`config.mk`:
```
export PLATFORM = sky130hd
export DESIGN_NAME = cmp_result_tracker
export DESIGN_NICKNAME = d
export VERILOG_FILES = /design/src/rtl/cmp_result_tracker.sv
export SDC_FILE = /design/constraint.sdc
export NUM_CORES = 1
export LEC_CHECK = 0
export ABC_AREA = 1
export BUFFER_PORTS_ARGS = -buffer_cell sky130_fd_sc_hd__buf_2
export CAP_MARGIN = 25
export CORE_ASPECT_RATIO = 0.8
export CORE_MARGIN = 2
export CORE_UTILIZATION = 25
export CTS_BUF_LIST = sky130_fd_sc_hd__clkbuf_8
export CTS_CLUSTER_SIZE = 8
export DETAILED_ROUTE_END_ITERATION = 6
export GPL_TIMING_DRIVEN = 0
export MAX_ROUTING_LAYER = met4
export PLACE_DENSITY_LB_ADDON = 0.08
export SLEW_MARGIN = 30
export SYNTH_ARGS = -nofsm -noshare
export SYNTH_HDL_FRONTEND = slang
export SYNTH_SLANG_ARGS = --single-unit
```
`constraint.sdc`:
```
create_clock -name clk -period 2 [get_ports clk]
set_clock_uncertainty 0.2 [all_clocks]
set_input_delay 0.1 -clock clk [delete_from_list [all_inputs] [get_ports clk]]
set_output_delay 0.1 -clock clk [all_outputs]
set_load 0.01 [all_outputs]
```
`src/rtl/cmp_result_tracker.sv`:
```
// cmp_result_tracker: registered tracker behind the 4-bit magnitude comparator.
// It keeps saturating per-outcome counters and a run length of consecutive
// equal samples. A lock FSM asserts after LOCK_LEN equal samples in a row.
// The block also flags lt<->gt direction reversals and keeps a sticky error
// bit for flag codes that are not one-hot.
//
// Handshake: the sample is accepted on a rising edge where in_valid=1. There
// is no ready signal, so the block accepts every cycle. The registered
// outputs show the effect of that sample from the next cycle onward. If clear
// is high on the same edge, the sample is dropped.
module cmp_result_tracker #(
  parameter int CNT_W    = 8,
  parameter int LOCK_LEN = 4
) (
  input  logic             clk,
  input  logic             rst_n,
  input  logic             clear,
  input  logic             in_valid,
  input  logic             equal,
  input  logic             less_than,
  input  logic             greater_than,
  output logic [CNT_W-1:0] eq_count,
  output logic [CNT_W-1:0] lt_count,
  output logic [CNT_W-1:0] gt_count,
  output logic [7:0]       run_len,
  output logic             locked,
  output logic             lock_pulse,
  output logic             dir_change,
  output logic [1:0]       last_result,
  output logic             code_err,
  output logic [1:0]       fsm_state
);

  typedef enum logic [1:0] {
    ST_IDLE   = 2'd0,
    ST_HUNT   = 2'd1,
    ST_LOCKED = 2'd2
  } state_t;

  typedef enum logic [1:0] {
    DIR_NONE = 2'd0,
    DIR_LT   = 2'd1,
    DIR_GT   = 2'd2
  } dir_t;

  localparam logic [CNT_W-1:0] CNT_MAX  = {CNT_W{1'b1}};
  localparam logic [7:0]       LOCK_VAL = 8'(LOCK_LEN);

  state_t           state, state_n;
  dir_t             dir, dir_n;
  logic [CNT_W-1:0] eq_n, lt_n, gt_n;
  logic [7:0]       run_n;
  logic             lock_pulse_n, dir_change_n, code_err_n;
  logic [1:0]       last_n;
  logic             legal;

  // A sample is legal only when exactly one comparator flag is set.
  assign legal = in_valid && ({equal, less_than, greater_than} == 3'b100 ||
                              {equal, less_than, greater_than} == 3'b010 ||
                              {equal, less_than, greater_than} == 3'b001);

  assign locked    = (state == ST_LOCKED);
  assign fsm_state = state;

  // Compute the next state. By default everything holds and the pulses are cleared.
  always_comb begin
    state_n      = state;
    dir_n        = dir;
    eq_n         = eq_count;
    lt_n         = lt_count;
    gt_n         = gt_count;
    run_n        = run_len;
    last_n       = last_result;
    code_err_n   = code_err;
    lock_pulse_n = 1'b0;
    dir_change_n = 1'b0;
    if (in_valid && !legal) begin
      code_err_n = 1'b1;
    end else if (legal) begin
      if (equal) begin
        last_n = 2'b11;
        if (eq_count != CNT_MAX) eq_n = eq_count + 1'b1;
        run_n = (run_len == 8'hFF) ? 8'hFF : run_len + 8'd1;
        // The lock can fire from IDLE as well as HUNT, which matters when LOCK_LEN is 1.
        if (state != ST_LOCKED && run_n == LOCK_VAL) begin
          state_n      = ST_LOCKED;
          lock_pulse_n = 1'b1;
        end else if (state == ST_IDLE) begin
          state_n = ST_HUNT;
        end
      end else begin
        run_n   = 8'd0;
        state_n = ST_HUNT;
        if ((dir == DIR_LT && greater_than) || (dir == DIR_GT && less_than))
          dir_change_n = 1'b1;
        if (less_than) begin
          last_n = 2'b01;
          dir_n  = DIR_LT;
          if (lt_count != CNT_MAX) lt_n = lt_count + 1'b1;
        end else begin
          last_n = 2'b10;
          dir_n  = DIR_GT;
          if (gt_count != CNT_MAX) gt_n = gt_count + 1'b1;
        end
      end
    end
  end

  // Register all state. A synchronous clear takes priority over any sample on the same edge.
  always_ff @(posedge clk or negedge rst_n) begin
    if (!rst_n) begin
      state       <= ST_IDLE;
      dir         <= DIR_NONE;
      eq_count    <= '0;
      lt_count    <= '0;
      gt_count    <= '0;
      run_len     <= 8'd0;
      last_result <= 2'b00;
      code_err    <= 1'b0;
      lock_pulse  <= 1'b0;
      dir_change  <= 1'b0;
    end else if (clear) begin
      state       <= ST_IDLE;
      dir         <= DIR_NONE;
      eq_count    <= '0;
      lt_count    <= '0;
      gt_count    <= '0;
      run_len     <= 8'd0;
      last_result <= 2'b00;
      code_err    <= 1'b0;
      lock_pulse  <= 1'b0;
      dir_change  <= 1'b0;
    end else begin
      state       <= state_n;
      dir         <= dir_n;
      eq_count    <= eq_n;
      lt_count    <= lt_n;
      gt_count    <= gt_n;
      run_len     <= run_n;
      last_result <= last_n;
      code_err    <= code_err_n;
      lock_pulse  <= lock_pulse_n;
      dir_change  <= dir_change_n;
    end
  end

endmodule
```
==> impl_metrics.py, run 1 <==
metrics = {
    "status": {
        "status": "finished, final reports clean",
    },
    "min_path": {
        "holdCritPathClass": "primary input to flop",
        "hold_path_end": "last_result[0]",
        "worstHoldStart": "less_than",
        "hold_depth": 5,
    },
    "clocking": {
        "cts_made_buffers": 5,
        "cts_tree": "done",
        "clk_latency_ns": 0.29,
        "clock-sinks": 41,
        "htree_levels": 2,
        "clk_pin_slew_ns": 0.08,
        "clockRootBuffer": "clkbuf_8",
        "clk_path_buf_depth": 2,
    },
    "setup_path": {
        "cp_data_arrival_time_ns": 1.89,
        "worstSetupEndpointType": "flop",
        "regToRegStartpoint": "run_len[0]",
        "rr_endpoint": "fsm_state[1]",
        "rr_worst_depth": 10,
        "start_kind": "flop",
        "critPathKind": "flop to flop",
        "worst-endpoint-required_ns": 2.03,
        "cp_max_fo": 4,
        "r2r_slack_ns": 0.14,
    },
    "sta": {
        "whs_ns": 0.122,
        "fmax_mhz": 538,
        "drv_slew": 0,
        "worstMarginPinSlew_ns": 0.606,
        "hold_viol": 0,
        "maxSlewHeadroom": 0.596,
        "tns_ns": 0,
        "min_period_ns": 1.86,
        "setup_viol": 0,
        "finalCritPeriodShare": 0.930,
    },
    "yosys": {
        "synth_compound_area_frac": 0.108,
        "synth_seq_cells": 41,
        "synth_top_family_by_area": "simple AND/OR/NAND/NOR gates",
        "synthSimpleGateAreaFrac": 0.332,
        "synth_warnings": 0,
        "muxShareOfSynthArea": 0,
        "syn_inst": 304,
        "synth_nets": 315,
        "ys_seq_area_frac": 0.422,
        "synth_xor_area_frac": 0.0432,
        "netlist_area_mm2": 0.00243,
        "synth-adder-area-share": 0.0206,
        "yosys.cell_types.count": 37,
        "syn_avg_cell_area_um2": 8.00,
    },
    "pwr": {
        "vdd_ir_drop_max_mv": 0.275,
        "p_leak_uw": 0.00158,
        "p_per_area_mw_per_mm2": 621,
        "power_uw": 1890,
    },
    "final_layout": {
        "final_layout_size_suffix_gt1_frac": 0.295,
        "antenna_cells": 0,
        "area_delta_synth_final_pct": 25.4,
        "final_net_count": 376,
        "fillers": 1025,
    },
    "route": {
        "vias": 2115,
        "ant_nets": 0,
        "dr.pass1.iters": 4,
        "first_iter_violations": 79,
        "vias_per_cell": 4.36,
        "wl_mm": 6.43,
        "post_drt_wl_per_cell_um": 13.2,
        "drcViolationCount": 0,
    },
    "global_route": {
        "grt_overflow": 0,
        "grt_pass1_vias": 2064,
        "antenna_found_initial": 0,
        "grt_max_degree": 42,
        "grt_pass1_wl_mm": 10.8,
        "grt_usage": 0.134,
    },
    "floorplan": {
        "io_pins": 47,
        "start_util": 0.254,
        "chipHeight_um": 92.2,
        "num_rows": 32,
        "die_w_um": 114,
        "die-area_mm2": 0.0105,
        "core-area_mm2": 0.00957,
    },
    "place": {
        "io_buffer_count": 45,
        "dp_hpwl_mm": 4.61,
        "gp_congestion": 0.757,
    },
    "flow_run": {
        "max_cap_viol_count": 0,
    },
}
flip-flops by register name, indices dropped and copies added, names as in the netlist, 2 cells and up:
signal	cells
dir	2
eq_count	8
fsm_state	2
gt_count	8
last_result	2
lt_count	8
run_len	8
worst max-delay path by stage:
stage	startpoint	cells after the start	slack [ns]	endpoint
after detailed placement	eq_count[0]	10	-0.02	eq_count[4]
after CTS	run_len[0]	10	0.03	fsm_state[1]
after global routing	run_len[1]	10	-0.0007	fsm_state[1]
after global placement	eq_count[0]	10	-0.06	eq_count[7]
final	run_len[0]	10	0.14	fsm_state[1]
after floorplan	eq_count[0]	10	0.22	eq_count[3]
area by class of cell:
type,count,area (um2),share of cell area
multi-input combinational,222,1260,0.414
inverter,35,136,0.0447
sequential,41,1030,0.338
tap,119,149,0.0488
clock buffer,6,82.6,0.0271
timing repair buffer,54,308,0.101
clock inverter,2,33.8,0.0111
buffer,6,46.3,0.0152
logic make-up after synthesis:
group                      Yosys count
adders and majority gates            4
xor gates and xnor gates            12
DFF                                 41
buffers and inverters               41
AOI/OAI and AO/OA                   38
and+or+nand+nor                    168
worst max-delay path, stage by stage, from the launching register on:
cell and delay, ns:
dfrtp_1 0.39, ha_2 0.20, nand3_2 0.10, inv_1 0.08
nand2_2 0.10, nand3_2 0.11, nor2_4 0.13, nand4_1 0.15
nor3_2 0.22, inv_1 0.07, nand2_1 0.05
synthesized netlist by cell type:
cell type,n,area share
a2111oi_0,1,0.0036
a21oi_1,6,0.012
a31o_2,1,0.0036
buf_2,1,0.0021
buf_4,2,0.0062
buf_6,2,0.0093
clkbuf_1,1,0.0015
dfrtp_1,41,0.42
ha_1,4,0.021
inv_1,31,0.048
inv_2,3,0.0046
inv_6,1,0.0036
nand2_1,74,0.11
nand2_2,1,0.0026
nand2_4,4,0.019
nand3_1,28,0.058
nand3_2,4,0.016
nand3b_1,1,0.0031
nand4_1,9,0.023
nor2_1,36,0.056
nor2_2,2,0.0051
nor2_4,1,0.0046
nor2_8,1,0.0082
nor3_1,2,0.0041
nor3_2,1,0.0041
nor3_4,1,0.0067
o21a_1,2,0.0062
o21ai_0,11,0.023
o21ai_1,2,0.0041
o21ai_2,9,0.032
o21ai_4,1,0.0067
o21bai_1,1,0.0031
o22ai_1,3,0.0077
o31ai_2,1,0.0051
or2_2,3,0.0077
xnor2_1,1,0.0036
xor2_1,11,0.040
cell usage in the layout, fill, tap and decap left out, types with 3 or more instances in the layout:
cell / synthesis / final
xor2_1: 11 / 11
clkbuf_8: 0 / 6
ha_1: 4 / 3
nor2_1: 36 / 32
nand2_4: 4 / 4
o22ai_1: 3 / 3
inv_1: 31 / 32
buf_4: 2 / 7
nand2_1: 74 / 73
dfrtp_2: 0 / 4
o21ai_0: 11 / 11
nor2_4: 1 / 3
buf_2: 1 / 45
dlygate4sd3_1: 0 / 5
nand3_1: 28 / 25
or2_2: 3 / 3
dfrtp_1: 41 / 37
o21ai_2: 9 / 9
a21oi_1: 6 / 6
inv_2: 3 / 3
nor2_2: 2 / 4
nand4_1: 9 / 9
nand3_2: 4 / 7
stage by stage:
step	util	setup slack, ns	area [um2]	std cells
after global routing	0.319	-0.000748	3050	485
after CTS	0.313	0.0277	3000	483
final	0.319	0.140	3050	485
after detailed placement	0.294	-0.0179	2810	468
after global placement	0.293	-0.0644	2810	468
after floorplan	-	0.217	2430	304
power breakdown:
| group | switching, uW | internal (uW) | leakage, uW |
|---|---|---|---|
| clock network | 307 | 403 | 0.0000626 |
| logic | 179 | 102 | 0.000965 |
| registers | 37.5 | 865 | 0.000552 |
| total | 523 | 1370 | 0.00158 |
routing by layer:
| metal | wire, um | vias up | track usage |
|---|---|---|---|
| met2 | 2530 | 40 | 0.181 |
| met4 | 68 | 0 | 0.0335 |
| met5 | 0 | - | - |
| met1 | 3540 | 962 | 0.201 |
| met3 | 278 | 7 | 0.0291 |
| li1 | - | 1106 | - |
timing repair:
item,CTS,global route
endpoints found under the setup margin,5,23
buffers inserted,2,2
hold endpoints to repair,48,0
pin swaps,1,4
gates resized for setup,2,13
hold buffers,5,0
No activity file was read; power rests on OpenSTA's default activity.
==> run 2, diff against run 1 <==
--- a/config.mk
+++ b/config.mk
@@ -10,8 +10,8 @@
 export CAP_MARGIN = 25
 export CORE_ASPECT_RATIO = 0.8
 export CORE_MARGIN = 2
-export CORE_UTILIZATION = 25
-export CTS_BUF_LIST = sky130_fd_sc_hd__clkbuf_8
+export CORE_UTILIZATION = 50
+export CTS_CLUSTER_DIAMETER = 50
 export CTS_CLUSTER_SIZE = 8
 export DETAILED_ROUTE_END_ITERATION = 6
 export GPL_TIMING_DRIVEN = 0
==> impl_metrics.py, run 2 (synthesized netlist as in run 1, its figures left out) <==
metrics = {
    "sta": {
        "setup_viol": 0,
        "maxSlewHeadroom": 0.657,
        "drv_slew": 0,
        "finalCritPeriodShare": 0.957,
        "tns_ns": 0,
        "min_period_ns": 1.91,
        "hold_viol": 0,
        "worstMarginPinSlew_ns": 0.515,
        "fmax_mhz": 522,
    },
    "route": {
        "wl_mm": 5.33,
        "vias_per_cell": 5.11,
        "dr.pass1.iters": 4,
        "first_iter_violations": 86,
        "post_drt_wl_per_cell_um": 12.4,
        "drcViolationCount": 0,
        "vias": 2193,
        "ant_nets": 0,
    },
    "setup_path": {
        "worstSetupEndpointType": "flop",
        "critPathKind": "primary input to flop",
        "start_kind": "primary input",
        "cp_max_fo": 7,
        "worst-endpoint-required_ns": 1.99,
        "cp_data_arrival_time_ns": 1.90,
    },
    "final_layout": {
        "area_delta_synth_final_pct": 21.7,
        "fillers": 439,
        "final_cell_mix": "nand2_1, buf_2, dfrtp_1",
        "final_layout_size_suffix_gt1_frac": 0.287,
        "final_net_count": 379,
        "antenna_cells": 0,
        "final_common_cell": "nand2_1",
    },
    "global_route": {
        "grt_usage": 0.224,
        "grt_max_degree": 42,
        "antenna_found_initial": 0,
        "grt_pass1_vias": 1885,
        "grt_overflow": 0,
        "grt_pass1_wl_mm": 8.97,
    },
    "floorplan": {
        "die-area_mm2": 0.00544,
        "num_rows": 22,
        "chipHeight_um": 66.4,
        "io_pins": 47,
        "core-area_mm2": 0.00462,
        "start_util": 0.526,
        "die_w_um": 82.0,
    },
    "place": {
        "io_buffer_count": 45,
        "gp_congestion": 0.849,
        "dp_hpwl_mm": 3.80,
    },
    "clocking": {
        "clk_pin_slew_ns": 0.08,
        "cts_tree": "done",
        "clockRootBuffer": "clkbuf_8",
        "cts_made_buffers": 5,
        "htree_levels": 2,
        "clk_path_buf_depth": 2,
        "clk_latency_ns": 0.30,
        "clock-sinks": 41,
    },
    "pwr": {
        "power_uw": 1720,
        "vdd_ir_drop_max_mv": 0.461,
        "p_leak_uw": 0.00156,
        "p_per_area_mw_per_mm2": 580,
    },
    "min_path": {
        "holdCritPathClass": "primary input to asynchronous set/reset pin",
    },
    "flow_run": {
        "max_cap_viol_count": 0,
    },
    "status": {
        "status": "finished, final reports clean",
    },
}
[run 2: cell count changes in the layout (fill, tap and decap cells not counted), moves of 2 or more]
| cell | delta |
|---|---|
| buf_4 | +2 |
| nand3_2 | -2 |
| nand3_1 | +2 |
| clkinv_2 | +2 |
[run 2: stage by stage]
step	worst slack (ns)	instance area [um2]	hold slack, ns	cells	util
after floorplan	0.217	2430	-0.396	304	-
after global placement	0.0303	2730	0.0955	409	0.591
after detailed placement	0.0515	2730	0.0903	409	0.591
after CTS	0.0248	2880	0.300	423	0.622
after global routing	-0.000824	2960	0.162	429	0.640
final	0.0859	2960	0.111	429	0.640
[run 2: final timing paths]
kind                                  from      endpoint  slack, ns  cells after the start
worst max-delay path             less_than  fsm_state[0]       0.09                     14
worst min-delay path                 rst_n   lt_count[5]       0.11                      2
worst max register to register  run_len[1]  fsm_state[1]       0.15                     10
worst min register to register    code_err      code_err       0.31                      1
max in group asynchronous            rst_n   gt_count[0]       1.11                      2
min in group clk                  code_err      code_err       0.31                      1
[run 2: where the power goes]
part	leakage [uW]	total, uW	internal, uW	switching, uW
logic	0.000961	286	109	177
clock network	0.0000450	526	242	284
registers	0.000554	904	865	38.7
[run 2: timing repair]
| item | in CTS | in global routing |
|---|---|---|
| hold buffers | 6 | 0 |
| buffers inserted | 0 | 6 |
| setup endpoints to repair | 0 | 18 |
| hold endpoints to repair | 46 | 0 |
| resized for setup | 0 | 12 |
[run 2: area by class of cell]
class	instances	area (um2)	share of cell area
sequential	41	1030	0.348
tap	60	75.1	0.0254
inverter	35	139	0.0469
multi-input combinational	222	1250	0.424
timing repair buffer	57	333	0.112
clock inverter	2	10.0	0.00338
clock buffer	6	72.6	0.0245
buffer	6	46.3	0.0156
[run 2: per-layer routing]
metal / up-vias / global-route usage / wire, um
met1: 1010 / 0.313 / 2660
met3: 5 / 0.0574 / 289
met4: 0 / 0.0625 / 61
met5: - / - / 0
li1: 1119 / - / -
met2: 59 / 0.320 / 2310
[run 2: worst max-delay path: stages]
cell and delay, ns:
dlygate4sd3_1 0.54, buf_2 0.14, inv_1 0.12, nand2_4 0.09, nand3_2 0.09, o21ai_4 0.07, nand2_4 0.14, inv_6 0.07
nor2_8 0.18, inv_2 0.11, nand2_4 0.11, nand2_1 0.06, nand2_1 0.05, nand2_1 0.04
